==> src/rtl/clock_pkg.sv <==
// Shared definitions for the clock lock supervisor: FSM state encoding,
// default cycle constants and the shared down-counter width helper.
`timescale 1ns / 1ps

package clock_pkg;

  typedef enum logic [1:0] {
    PLL_RST   = 2'd0,
    WAIT_LOCK = 2'd1,
    STABLE    = 2'd2,
    RUN       = 2'd3
  } lock_state_e;

  // Defaults sized for a 125 MHz board clock.
  localparam int unsigned DefStableCycles      = 1024;
  localparam int unsigned DefPllResetCycles    = 16;
  localparam int unsigned DefLockTimeoutCycles = 125000;
  localparam int unsigned DefCountWidth        = 8;

  // Width of a down-counter that must hold (largest cycle count - 1).
  function automatic int unsigned cnt_width(input int unsigned a,
                                            input int unsigned b,
                                            input int unsigned c);
    int unsigned m;
    m = a;
    if (b > m) m = b;
    if (c > m) m = c;
    return (m < 2) ? 1 : $clog2(m);
  endfunction

endpackage

==> src/rtl/sync_2ff.sv <==
// Two-flop synchronizer for slow-changing asynchronous inputs.
// Parameterizable width; each bit is synchronized independently.
`timescale 1ns / 1ps

module sync_2ff #(
  parameter int unsigned Width = 1
) (
  input  logic             clk_i,
  input  logic             rst_ni,
  input  logic [Width-1:0] d_i,
  output logic [Width-1:0] q_o
);

  logic [Width-1:0] meta_q;
  logic [Width-1:0] sync_q;

  // Two back-to-back flops; first stage may go metastable, second resolves it.
  always_ff @(posedge clk_i or negedge rst_ni) begin
    if (!rst_ni) begin
      meta_q <= '0;
      sync_q <= '0;
    end else begin
      meta_q <= d_i;
      sync_q <= meta_q;
    end
  end

  assign q_o = sync_q;

endmodule

==> src/rtl/clock_lock_supervisor.sv <==
// Clock lock supervisor: pulses the PLL reset, waits for lock, qualifies it
// over a stability window and then raises o_valid. Loss of lock or a lock
// timeout re-resets the PLL automatically.
// Optional: define CLOCK_LOCK_SUPERVISOR_COUNTERS_EN to implement the
// saturating lock-loss / timeout event counters; otherwise they read 0.
`timescale 1ns / 1ps

module clock_lock_supervisor
  import clock_pkg::*;
#(
  parameter int unsigned STABLE_CYCLES       = DefStableCycles,
  parameter int unsigned PLL_RESET_CYCLES    = DefPllResetCycles,
  parameter int unsigned LOCK_TIMEOUT_CYCLES = DefLockTimeoutCycles,
  parameter int unsigned COUNT_WIDTH         = DefCountWidth
) (
  input  logic                   i_clock,
  input  logic                   i_reset,
  input  logic                   i_locked,
  output logic                   o_pll_reset,
  output logic                   o_valid,
  output logic [COUNT_WIDTH-1:0] o_lock_loss_count,
  output logic [COUNT_WIDTH-1:0] o_timeout_count
);

  localparam int unsigned CntW = cnt_width(STABLE_CYCLES, PLL_RESET_CYCLES,
                                           LOCK_TIMEOUT_CYCLES);

  // Reload values for each state entry.
  localparam logic [CntW-1:0] PllRstLoad  = CntW'(PLL_RESET_CYCLES - 1);
  localparam logic [CntW-1:0] TimeoutLoad = CntW'(LOCK_TIMEOUT_CYCLES - 1);
  localparam logic [CntW-1:0] StableLoad  = CntW'(STABLE_CYCLES - 1);

  lock_state_e     state_q;
  logic [CntW-1:0] cnt_q;
  logic            pll_reset_q;
  logic            valid_q;
  logic            locked_s;
  logic            cnt_zero;

  sync_2ff #(
    .Width (1)
  ) u_lock_sync (
    .clk_i  (i_clock),
    .rst_ni (i_reset),
    .d_i    (i_locked),
    .q_o    (locked_s)
  );

  assign cnt_zero = (cnt_q == '0);

  // Supervisor FSM with shared down-counter and registered outputs.
  always_ff @(posedge i_clock or negedge i_reset) begin
    if (!i_reset) begin
      state_q     <= PLL_RST;
      cnt_q       <= PllRstLoad;
      pll_reset_q <= 1'b1;
      valid_q     <= 1'b0;
    end else begin
      unique case (state_q)
        PLL_RST: begin
          // Lock is meaningless while the PLL is held in reset.
          if (cnt_zero) begin
            state_q     <= WAIT_LOCK;
            cnt_q       <= TimeoutLoad;
            pll_reset_q <= 1'b0;
          end else begin
            cnt_q <= cnt_q - CntW'(1);
          end
        end
        WAIT_LOCK: begin
          // Lock takes priority over an expiring timeout.
          if (locked_s) begin
            state_q <= STABLE;
            cnt_q   <= StableLoad;
          end else if (cnt_zero) begin
            state_q     <= PLL_RST;
            cnt_q       <= PllRstLoad;
            pll_reset_q <= 1'b1;
          end else begin
            cnt_q <= cnt_q - CntW'(1);
          end
        end
        STABLE: begin
          if (!locked_s) begin
            state_q <= WAIT_LOCK;
            cnt_q   <= TimeoutLoad;
          end else if (cnt_zero) begin
            state_q <= RUN;
            valid_q <= 1'b1;
          end else begin
            cnt_q <= cnt_q - CntW'(1);
          end
        end
        RUN: begin
          if (!locked_s) begin
            state_q     <= PLL_RST;
            cnt_q       <= PllRstLoad;
            pll_reset_q <= 1'b1;
            valid_q     <= 1'b0;
          end
        end
        default: begin
          state_q     <= PLL_RST;
          cnt_q       <= PllRstLoad;
          pll_reset_q <= 1'b1;
          valid_q     <= 1'b0;
        end
      endcase
    end
  end

  assign o_pll_reset = pll_reset_q;
  assign o_valid     = valid_q;

`ifdef CLOCK_LOCK_SUPERVISOR_COUNTERS_EN
  logic                   lock_loss_evt;
  logic                   timeout_evt;
  logic [COUNT_WIDTH-1:0] lock_loss_cnt_q;
  logic [COUNT_WIDTH-1:0] timeout_cnt_q;

  // Events mirror the RUN->PLL_RST and WAIT_LOCK timeout transitions above.
  assign lock_loss_evt = (state_q == RUN) && !locked_s;
  assign timeout_evt   = (state_q == WAIT_LOCK) && !locked_s && cnt_zero;

  // Saturating event counters, cleared only by reset.
  always_ff @(posedge i_clock or negedge i_reset) begin
    if (!i_reset) begin
      lock_loss_cnt_q <= '0;
      timeout_cnt_q   <= '0;
    end else begin
      if (lock_loss_evt && (lock_loss_cnt_q != '1)) begin
        lock_loss_cnt_q <= lock_loss_cnt_q + COUNT_WIDTH'(1);
      end
      if (timeout_evt && (timeout_cnt_q != '1)) begin
        timeout_cnt_q <= timeout_cnt_q + COUNT_WIDTH'(1);
      end
    end
  end

  assign o_lock_loss_count = lock_loss_cnt_q;
  assign o_timeout_count   = timeout_cnt_q;
`else
  assign o_lock_loss_count = '0;
  assign o_timeout_count   = '0;
`endif

endmodule

==> config.mk <==
export PLATFORM = sky130hd
export DESIGN_NAME = clock_lock_supervisor
export DESIGN_NICKNAME = d
export VERILOG_FILES = /design/src/rtl/clock_pkg.sv /design/src/rtl/sync_2ff.sv /design/src/rtl/clock_lock_supervisor.sv
export SDC_FILE = /design/constraint.sdc
export NUM_CORES = 1
export LEC_CHECK = 0
export BUFFER_PORTS_ARGS = -buffer_cell sky130_fd_sc_hd__buf_4
export CORE_UTILIZATION = 45
export DETAILED_ROUTE_END_ITERATION = 8
export SYNTH_ARGS = -nofsm -noshare
export SYNTH_HDL_FRONTEND = slang
export SYNTH_HIERARCHICAL = 1
export SYNTH_SLANG_ARGS = --single-unit
==> constraint.sdc <==
create_clock -name i_clock -period 4.7 [get_ports i_clock]
set_clock_uncertainty 0.1 [all_clocks]
set_input_delay 0.235 -clock i_clock [delete_from_list [all_inputs] [get_ports i_clock]]
set_output_delay 0.235 -clock i_clock [all_outputs]
set_load 0.02 [all_outputs]
==> results of run 1 <==
-- logic make-up after synthesis --
group	after synthesis
AND/OR/NAND/NOR	87
AO/OA/AOI/OAI	60
buffers and inverters	35
flip-flops	23
adder cells (fa/ha/maj)	1
other	1
multiplexers	1
-- worst register-to-register path: cells and delay by family (launching register included) --
kind            cells  cell delay (ps)
flops               1              390
fa+ha+maj           1              150
compound gates      2              350
buf+inv             1               50
simple gates        3             1410
-- area by class of cell --
type | instances | share of cell area (%)
multi-input cells | 165 | 55.49
inverters | 9 | 1.938
repair buffers | 7 | 3.302
flip-flops and latches | 23 | 33.38
clock buffers | 4 | 2.584
well taps | 46 | 3.302
-- per-layer routing --
layer / routed length (um) / GRT usage, %
met5: 0 / 0
met4: 78 / 6.818
met3: 182 / 2.174
met2: 1952 / 37.50
met1: 1839 / 27.78
-- cells in the final DEF, fill, tap and decap left out, drive strengths merged, types with 3 or more instances in the layout --
cell type	netlist	final
inv	9	9
clkbuf	9	4
buf	17	5
o211ai	5	5
o22ai	4	4
nand2b	4	4
a31oi	9	9
a21oi	10	10
conb	1	16
nor2	25	25
o21ai	13	13
a22oi	5	5
nand2	12	12
nor4	7	7
dfstp	5	5
nor3	13	13
or3	3	3
and3	3	3
dfrtp	18	18
nand4	3	3
and2	4	4
o31ai	3	3
-- registers in the layout, indices dropped and copies added, names as in the netlist --
signal              flops
o_pll_reset             1
o_valid                 1
u_lock_sync/q_o         1
u_lock_sync/meta_q      1
cnt_q                  17
state_q                 2
-- path summary, 6_finish.rpt --
kind | from | to | slack, ps | cells after the start
max | cnt_q[0] | cnt_q[15] | 2170 | 7
min | u_lock_sync/meta_q | u_lock_sync/q_o | 260 | 0
max reg2reg | cnt_q[0] | cnt_q[15] | 2170 | 7
min reg2reg | u_lock_sync/meta_q | u_lock_sync/q_o | 260 | 0
max in group asynchronous | i_reset | cnt_q[1] | 3930 | 2
min in group asynchronous | i_reset | cnt_q[9] | 290 | 2
-- power by group --
| part | total (mW) | leakage, nW | switching (mW) | internal [mW] |
|---|---|---|---|---|
| registers | 0.382 | 0.259 | 0.115 | 0.268 |
| logic | 0.251 | 0.405 | 0.149 | 0.102 |
| clock network | 0.125 | 0.0228 | 0.0641 | 0.0606 |
| total | 0.758 | 0.688 | 0.328 | 0.430 |
-- what timing repair did --
item | in CTS | in global routing
hold buffers | 2 | 0
hold endpoints to repair | 19 | 0
gates resized for setup | 0 | 0
==> qor.yml, run 1 <==
status: "finished clean"
synth-compound-area-share_pct: 23.16
setup_violations: 0
clock.fmax_ghz: 0.3948
cts_sinks: 23
ios: 21
wirelength_um: 4053
multi_input_area_um2: 967.2
port_buffers: 4
dp_slack_ps: 2219
synth-seq-area-share_pct: 34.52
critPathKind: "reg -> reg"
synth_top_area_cell: "dfrtp_1"
synthAdderAreaFrac_pct: 0.7424
cts-root-buf: "clkbuf_8"
grt_pass1_wl_um: 6803
syn_avg_cell_area_um2: 8.103
start_util_pct: 48.59
drv_slew: 0
synthSimpleGateAreaFrac_pct: 29.32
antenna_left: 0
ys.flop_type: "dfrtp_1"
synth_top_family_by_area: "simple AND/OR/NAND/NOR gates"
fp.dieArea_mm2: 0.003994
clkSlewWorstSetupHoldPaths_ps: 80
synth_edf_count: 0
drive_above_1_share_pct: 11.06
rsz0062_at_grt: "false"
ys_seq_elements: 23
core_mm2: 0.003468
path_cells: "inv_1 -> ha_1 -> nor2b_1 -> nand4_1 -> nor2_2 -> a21oi_1 -> o211ai_1"
grt_max_degree: 30
power_density_mw_per_mm2: 434.7
hold_viol_final: 0
finish.utilization_pct: 50.25
power_leakage_nw: 0.6876
synth_top_area_share_pct: 26.73
drcViolationCount: 0
gr-total-overflow: 0
clock_path_buffers: 2
antenna_found_initial: 0
post_cts_buffers: 0
num_vias: 1555
place_inst: 248
die_y_um: 63.20
finalWorstSetupSlack_ps: 2167
seq_area_um2: 581.8
h-tree-depth: 1
required_ps: 4790
clock_latency_ps: 270
final_cell_area_mm2: 0.001743
synth_common_cells: "nor2_1, dfrtp_1, buf_4"
place_area_mm2: 0.001678
place.gp.congestion: 0.8008
viasPerCell: 6.122
fin_setup_tns_ps: 0
async_reset_ff_share_pct: 100.0
grt_pass1_vias: 1424
synthesis.area_mm2: 0.001685
worst_ir_drop_vdd_v: 0.0002102
synth_cells: 208
final_cells: 254
cts_made_buffers: 3
cp.buffers_inverters: 1
hp-class: "reg -> reg"
hpwl_um: 2795
slowest_delay_ps: 670
tritoncts: "done"
syn2layout_area_growth_pct: 3.415
worst_pin_slew_ps: 899.3
fin_crit_ps: 2533
cp_max_fo: 19
period_share_pct: 53.89
hold_ws_ps: 259.2
critPathSlowestCell: "nor2_2"
cp_top_family: "simple AND/OR/NAND/NOR gates"
fillers: 363
slew_headroom_pct: 40.05
max_cap_viol_count: 0
nets: 213
start_kind: "flip-flop"
cp-end-kind: "flip-flop"
grt_usage_pct: 21.52
synthXorXnorAreaFrac_pct: 0
yosysUniqueCellTypes: 46
synth_most_common_cell: "nor2_1"
firstDrtPassIters: 4
die_w_um: 63.20
drt_iter0_drc: 143
ys_top_cells_by_area: "dfrtp_1, dfstp_2, buf_4"
rows: 21
n_antenna_cell: 0
wl_per_cell_um: 15.96
crit_arrival_ps: 2620
synth_mux_area_share_pct: 0.5939
ys_warn_count: 6
p_total_mw: 0.7577
(Power assumes the default switching activity.)
==> run 2: changes to the inputs <==
==> constraint.sdc (replaced) <==
create_clock -name i_clock -period 2.6 [get_ports i_clock]
set_clock_uncertainty 0.1 [all_clocks]
set_input_delay 0.13 -clock i_clock [delete_from_list [all_inputs] [get_ports i_clock]]
set_output_delay 0.13 -clock i_clock [all_outputs]
set_load 0.02 [all_outputs]
==> run 2 against run 1 <==
  * Combinational power is 90% higher
  * Largest cell class unchanged
  * Cell area is 3.2% higher
  * Fmax is 8.7% higher
  * Die area stayed put
  * Register-to-register slack worse by 1900 ps
  * Power is 84% higher
==> qor.yml, run 2 (synthesis results as in run 1) <==
seq_area_um2: 581.8  # unchanged
hold_viol_final: 0  # unchanged
num_vias: 1596  # was 1555
cp_max_fo: 8  # was 19
crit_arrival_ps: 2430  # was 2620 ps
worst_pin_slew_ps: 518.2  # was 899.3 ps
firstDrtPassIters: 5  # was 4
syn2layout_area_growth_pct: 6.756  # was 3.415%
pwr-share-clk_pct: 17.6  # was 16.5%
combPwrFrac_pct: 34.2  # was 33.1%
fp.dieArea_mm2: 0.003994  # unchanged
switchingPower_mw: 0.6111  # was 0.3278 mW
top_register: "cnt_q"  # unchanged
grt_max_degree: 24  # was 30
post_cts_buffers: 0  # unchanged
wl_met2_um: 2036  # was 1952 um
max_cap_viol_count: 0  # unchanged
largestRegisters: "cnt_q x17, state_q x2"  # unchanged
largest_reg_flops: 17  # unchanged
cts-root-buf: "clkbuf_8"  # unchanged
drive_above_1_share_pct: 14.42  # was 11.06%
power_leakage_nw: 0.7239  # was 0.6876 nW
start_util_pct: 48.59  # unchanged
grt_pass1_vias: 1488  # was 1424
status: "finished clean"  # unchanged
wirelength_um: 4281  # was 4053 um
clock_path_buffers: 2  # unchanged
h-tree-depth: 1  # unchanged
required_ps: 2700  # was 4790 ps
setup_violations: 0  # unchanged
worst_ir_drop_vdd_v: 0.0004239  # was 0.0002102 V
wl_met1_um: 1929  # was 1839 um
switching_share_pct: 43.74  # was 43.27%
cts_made_buffers: 3  # unchanged
drv_slew: 0  # unchanged
ff2ff_setup_slack_ps: 270  # was 2170 ps
die_w_um: 63.20  # unchanged
antenna_left: 0  # unchanged
fin_crit_ps: 2331  # was 2533 ps
internal_power_mw: 0.7859  # was 0.4299 mW
gr-total-overflow: 0  # unchanged
clock_latency_ps: 280  # was 270 ps
viasPerCell: 6.115  # was 6.122
rsz0062_at_grt: "false"  # unchanged
power_density_mw_per_mm2: 776.4  # was 434.7 mW/mm^2
wl_per_cell_um: 16.40  # was 15.96 um
p_seq_share_pct: 48.3  # was 50.5%
worstRegToRegCells: 8  # was 7
drcViolationCount: 0  # unchanged
place.gp.congestion: 0.9575  # was 0.8008
critPathKind: "reg -> reg"  # unchanged
antenna_found_initial: 0  # unchanged
die_y_um: 63.20  # unchanged
clkSlewWorstSetupHoldPaths_ps: 90  # was 80 ps
routed.top_layer: "met4"  # unchanged
met3_wirelength_um: 249  # was 182 um
cts_sinks: 23  # unchanged
tritoncts: "done"  # unchanged
start_kind: "flip-flop"  # unchanged
fillers: 326  # was 363
cts_resized: 0  # unchanged
hp-class: "in -> async"  # was reg -> reg
multi_input_area_um2: 967.2  # unchanged
grt_pass1_wl_um: 7224  # was 6803 um
fin_setup_tns_ps: 0  # unchanged
finish.utilization_pct: 51.88  # was 50.25%
drt_iter0_drc: 178  # was 143
ctsHoldBuffers: 2  # unchanged
hpwl_um: 2996  # was 2795 um
port_buffers: 4  # unchanged
final_common_cell: "nor2_1"  # unchanged
period_share_pct: 89.64  # was 53.89%
n_antenna_cell: 0  # unchanged
clock.fmax_ghz: 0.4291  # was 0.3948 GHz
layout_common_cells: "nor2_1, dfrtp_1, conb_1, nor3_1, o21ai_0"  # unchanged
slew_headroom_pct: 65.19  # was 40.05%
rows: 21  # unchanged
nets: 220  # was 213
core_mm2: 0.003468  # unchanged
grt_usage_pct: 23.11  # was 21.52%
ios: 21  # unchanged
worstReg2RegStart: "cnt_q[0]"  # unchanged
cp-end-kind: "flip-flop"  # unchanged
reg2reg_to: "cnt_q[13]"  # was cnt_q[15]
run 2: area by class of cell:
cell class | instances | share of cell area, %
tap | 46 | 3.199
clock inverter | 1 | 0.4172
sequential | 23 | 32.34
clock buffer | 3 | 2.295
inverter | 9 | 1.878
timing repair buffer | 14 | 6.120
multi-input combinational | 165 | 53.76
run 2: worst max path at each step:
stage | end | from | depth (start not counted)
after detailed placement | o_pll_reset | cnt_q[0] | 7
after floorplan | o_pll_reset | cnt_q[0] | 7
final | cnt_q[13] | cnt_q[0] | 8
after global placement | cnt_q[13] | cnt_q[0] | 8
after global routing | cnt_q[13] | cnt_q[0] | 8
after CTS | o_pll_reset | cnt_q[0] | 7
run 2: critical path, cell delays in order (launching register included):
cell,delay [ps]
dfstp_2,400
inv_1,60
ha_1,140
nor2b_1,430
nand4_1,370
nor3_1,350
buf_4,190
nor2_1,40
o221ai_1,170
run 2: metrics by stage:
stage	cell area [um^2]	power, mW	cells	hold slack [ps]	setup WS [ps]
4_1_cts	1799	1.388	261	185.2	296.1
3_3_place_gp	1730	1.128	255	-54.99	361.4
2_1_floorplan	1742	1.019	223	-265.6	525.7
5_1_grt	1799	1.507	261	199.2	51.53
3_5_place_dp	1730	1.141	255	-52.34	321.4
6_report	1799	1.397	261	182.0	269.5
run 2: metal layers:
layer,track usage [%],up-vias
li1,-,756
met3,2.355,11
met1,32.35,759
met2,35.89,70
met5,0,-
met4,10.23,0
run 2: power groups by stage:
| stage | logic [mW] | registers (mW) | clock network [mW] |
|---|---|---|---|
| final | 0.478 | 0.674 | 0.245 |
| after global routing | 0.543 | 0.697 | 0.267 |
| after CTS | 0.470 | 0.669 | 0.249 |
| after detailed placement | 0.465 | 0.676 | 0 |
| after global placement | 0.462 | 0.666 | 0 |
| after floorplan | 0.404 | 0.616 | 0 |
==> run 3: changes to the inputs <==
--- a/config.mk
+++ b/config.mk
@@ -6,6 +6,7 @@
 export NUM_CORES = 1
 export LEC_CHECK = 0
 export BUFFER_PORTS_ARGS = -buffer_cell sky130_fd_sc_hd__buf_4
+export CORE_ASPECT_RATIO = 0.5
 export CORE_UTILIZATION = 45
 export DETAILED_ROUTE_END_ITERATION = 8
 export SYNTH_ARGS = -nofsm -noshare
==> run 3 against run 2 <==
  * Count of clock-buffer cells in the layout did not move
  * Die area increased by 0.37%
  * Clock power fell by 3%
  * Combinational power fell by 2%
  * Final cell count rose by 1.9%
  * Cell area is 0.21% higher
  * Routed wire length is 2.1% lower
  * Utilization decreased by 0.50 points
  * Worst setup slack improved by 16 ps
  * Power is 0.77% lower
  * Sequential cell count is the same
  * Critical endpoint is now o_pll_reset
==> qor.yml, run 3 (synthesis results as in run 1) <==
cp_max_fo: 8  # unchanged
layout_common_cells: "nor2_1, dfrtp_1, conb_1, nor3_1, o21ai_0"  # unchanged
viasPerCell: 5.929  # was 6.115
critPathSlowestCell: "or4_4"  # was nor2b_1
setup_violations: 0  # unchanged
final_cells: 266  # was 261
fin_setup_tns_ps: 0  # unchanged
grt_pass1_vias: 1329  # was 1488
wirelength_um: 4189  # was 4281 um
cp-end-kind: "flip-flop"  # unchanged
status: "finished clean"  # unchanged
power_density_mw_per_mm2: 768.8  # was 776.4 mW/mm^2
hpwl_um: 3032  # was 2996 um
die_y_um: 45.28  # was 63.20 um
power_leakage_nw: 0.7264  # was 0.7239 nW
p_total_mw: 1.386  # was 1.397 mW
crit_arrival_ps: 2420  # was 2430 ps
clock_path_buffers: 2  # unchanged
period_share_pct: 89.03  # was 89.64%
finish.utilization_pct: 51.37  # was 51.88%
required_ps: 2710  # was 2700 ps
grt_max_degree: 24  # unchanged
gr-total-overflow: 0  # unchanged
fp.dieArea_mm2: 0.004009  # was 0.003994 mm^2
port_buffers: 4  # unchanged
h-tree-depth: 1  # unchanged
cts-root-buf: "clkbuf_8"  # unchanged
worst_ir_drop_vdd_v: 0.0002726  # was 0.0004239 V
drt_iter0_drc: 93  # was 178
slew_headroom_pct: 62.33  # was 65.19%
final_common_cell: "nor2_1"  # unchanged
ios: 21  # unchanged
largest_reg_flops: 17  # unchanged
multi_input_area_um2: 967.2  # unchanged
hp-class: "in -> async"  # unchanged
drv_slew: 0  # unchanged
antenna_found_initial: 0  # unchanged
largestRegisters: "cnt_q x17, state_q x2"  # unchanged
rsz0062_at_grt: "false"  # unchanged
clock_latency_ps: 280  # about the same
cts_made_buffers: 3  # unchanged
die_w_um: 88.55  # was 63.20 um
syn2layout_area_growth_pct: 6.979  # was 6.756%
start_util_pct: 48.02  # was 48.59%
cts_sinks: 23  # unchanged
drcViolationCount: 0  # unchanged
drive_above_1_share_pct: 14.42  # unchanged
wl_per_cell_um: 15.75  # was 16.40 um
grt_usage_pct: 23.51  # was 23.11%
place.gp.congestion: 0.8242  # was 0.9575
worst_pin_slew_ps: 565.0  # was 518.2 ps
cts_resized: 0  # unchanged
grt_pass1_wl_um: 6851  # was 7224 um
hold_viol_final: 0  # unchanged
nets: 220  # unchanged
hold_ws_ps: 186.0  # was 182.0 ps
fin_crit_ps: 2315  # was 2331 ps
core_mm2: 0.003510  # was 0.003468 mm^2
n_antenna_cell: 0  # unchanged
clock.fmax_ghz: 0.4320  # was 0.4291 GHz
path_cells: "inv_1 -> ha_1 -> nor2b_1 -> nand4b_2 -> or4_4 -> a21o_1 -> a22oi_2"  # was inv_1 -> ha_1 -> nor2b_1 -> nand4_1 -> nor3_1 -> buf_4 -> nor2_1 -> o221ai_1
max_cap_viol_count: 0  # unchanged
firstDrtPassIters: 4  # was 5
slowest_delay_ps: 570  # was 430 ps
clkSlewWorstSetupHoldPaths_ps: 90  # about the same
place_inst: 260  # was 255
start_kind: "flip-flop"  # unchanged
top_register: "cnt_q"  # unchanged
antenna_left: 0  # unchanged
ff2ff_setup_slack_ps: 290  # was 270 ps
num_vias: 1577  # was 1596
seq_area_um2: 581.8  # unchanged
tritoncts: "done"  # unchanged
critPathKind: "reg -> reg"  # unchanged
rows: 15  # was 21
fillers: 331  # was 326
-- run 3: cell count changes in the layout (fill, tap and decap cells not counted) --
cell | previous run | this run
clkinv_2 | 0 | 1
clkinvlp_4 | 1 | 0
-- run 3: layer usage --
layer | wire length (um) | share of wire (%) | vias to the layer above | global-route usage, %
met5 | 0 | 0 | - | 0
met4 | 41 | 0.98 | 0 | 8.065
met3 | 251 | 6.0 | 7 | 5.667
met2 | 1793 | 43 | 65 | 32.62
met1 | 2103 | 50 | 753 | 35.33
li1 | - | - | 752 | -
-- run 3: final cells by class --
class | instances | area share, %
Clock inverter | 1 | 0.2776
Sequential cell | 23 | 32.27
Multi-Input combinational cell | 165 | 53.64
Inverter | 9 | 1.874
Timing Repair Buffer | 14 | 6.107
Tap cell | 51 | 3.539
Clock buffer | 3 | 2.290
-- run 3: final timing paths --
check / start / endpoint / cells after the start
max: cnt_q[0] / o_pll_reset / 7
min: i_reset / cnt_q[12] / 2
max reg2reg: cnt_q[0] / o_pll_reset / 7
min reg2reg: u_lock_sync/meta_q / u_lock_sync/q_o / 0
max in group asynchronous: i_reset / cnt_q[3] / 2
min in group i_clock: u_lock_sync/meta_q / u_lock_sync/q_o / 0
-- run 3: timing repair --
item / 4_1_cts / 5_1_grt
buffers inserted: 0 / 0
endpoints found under the hold margin: 24 / 0
hold buffers: 2 / 0
-- run 3: power by group --
group	switching (mW)	total, mW	internal (mW)
Clock	0.130	0.237	0.107
Sequential	0.195	0.679	0.484
Combinational	0.277	0.470	0.193
-- run 3: through the flow --
step | worst slack [ps] | cell area, um^2
final | 285.3 | 1803
after global routing | 123.9 | 1803
after CTS | 278.0 | 1803
after detailed placement | 303.1 | 1737
after global placement | 368.4 | 1737
after floorplan | 525.7 | 1742
-- run 3: critical path, delay by kind of cell (launching register included) --
family / cells / cell delay [ps]
buf+inv: 1 / 50
simple gates: 3 / 1240
fa+ha+maj: 1 / 150
compound gates: 2 / 320
flops: 1 / 400
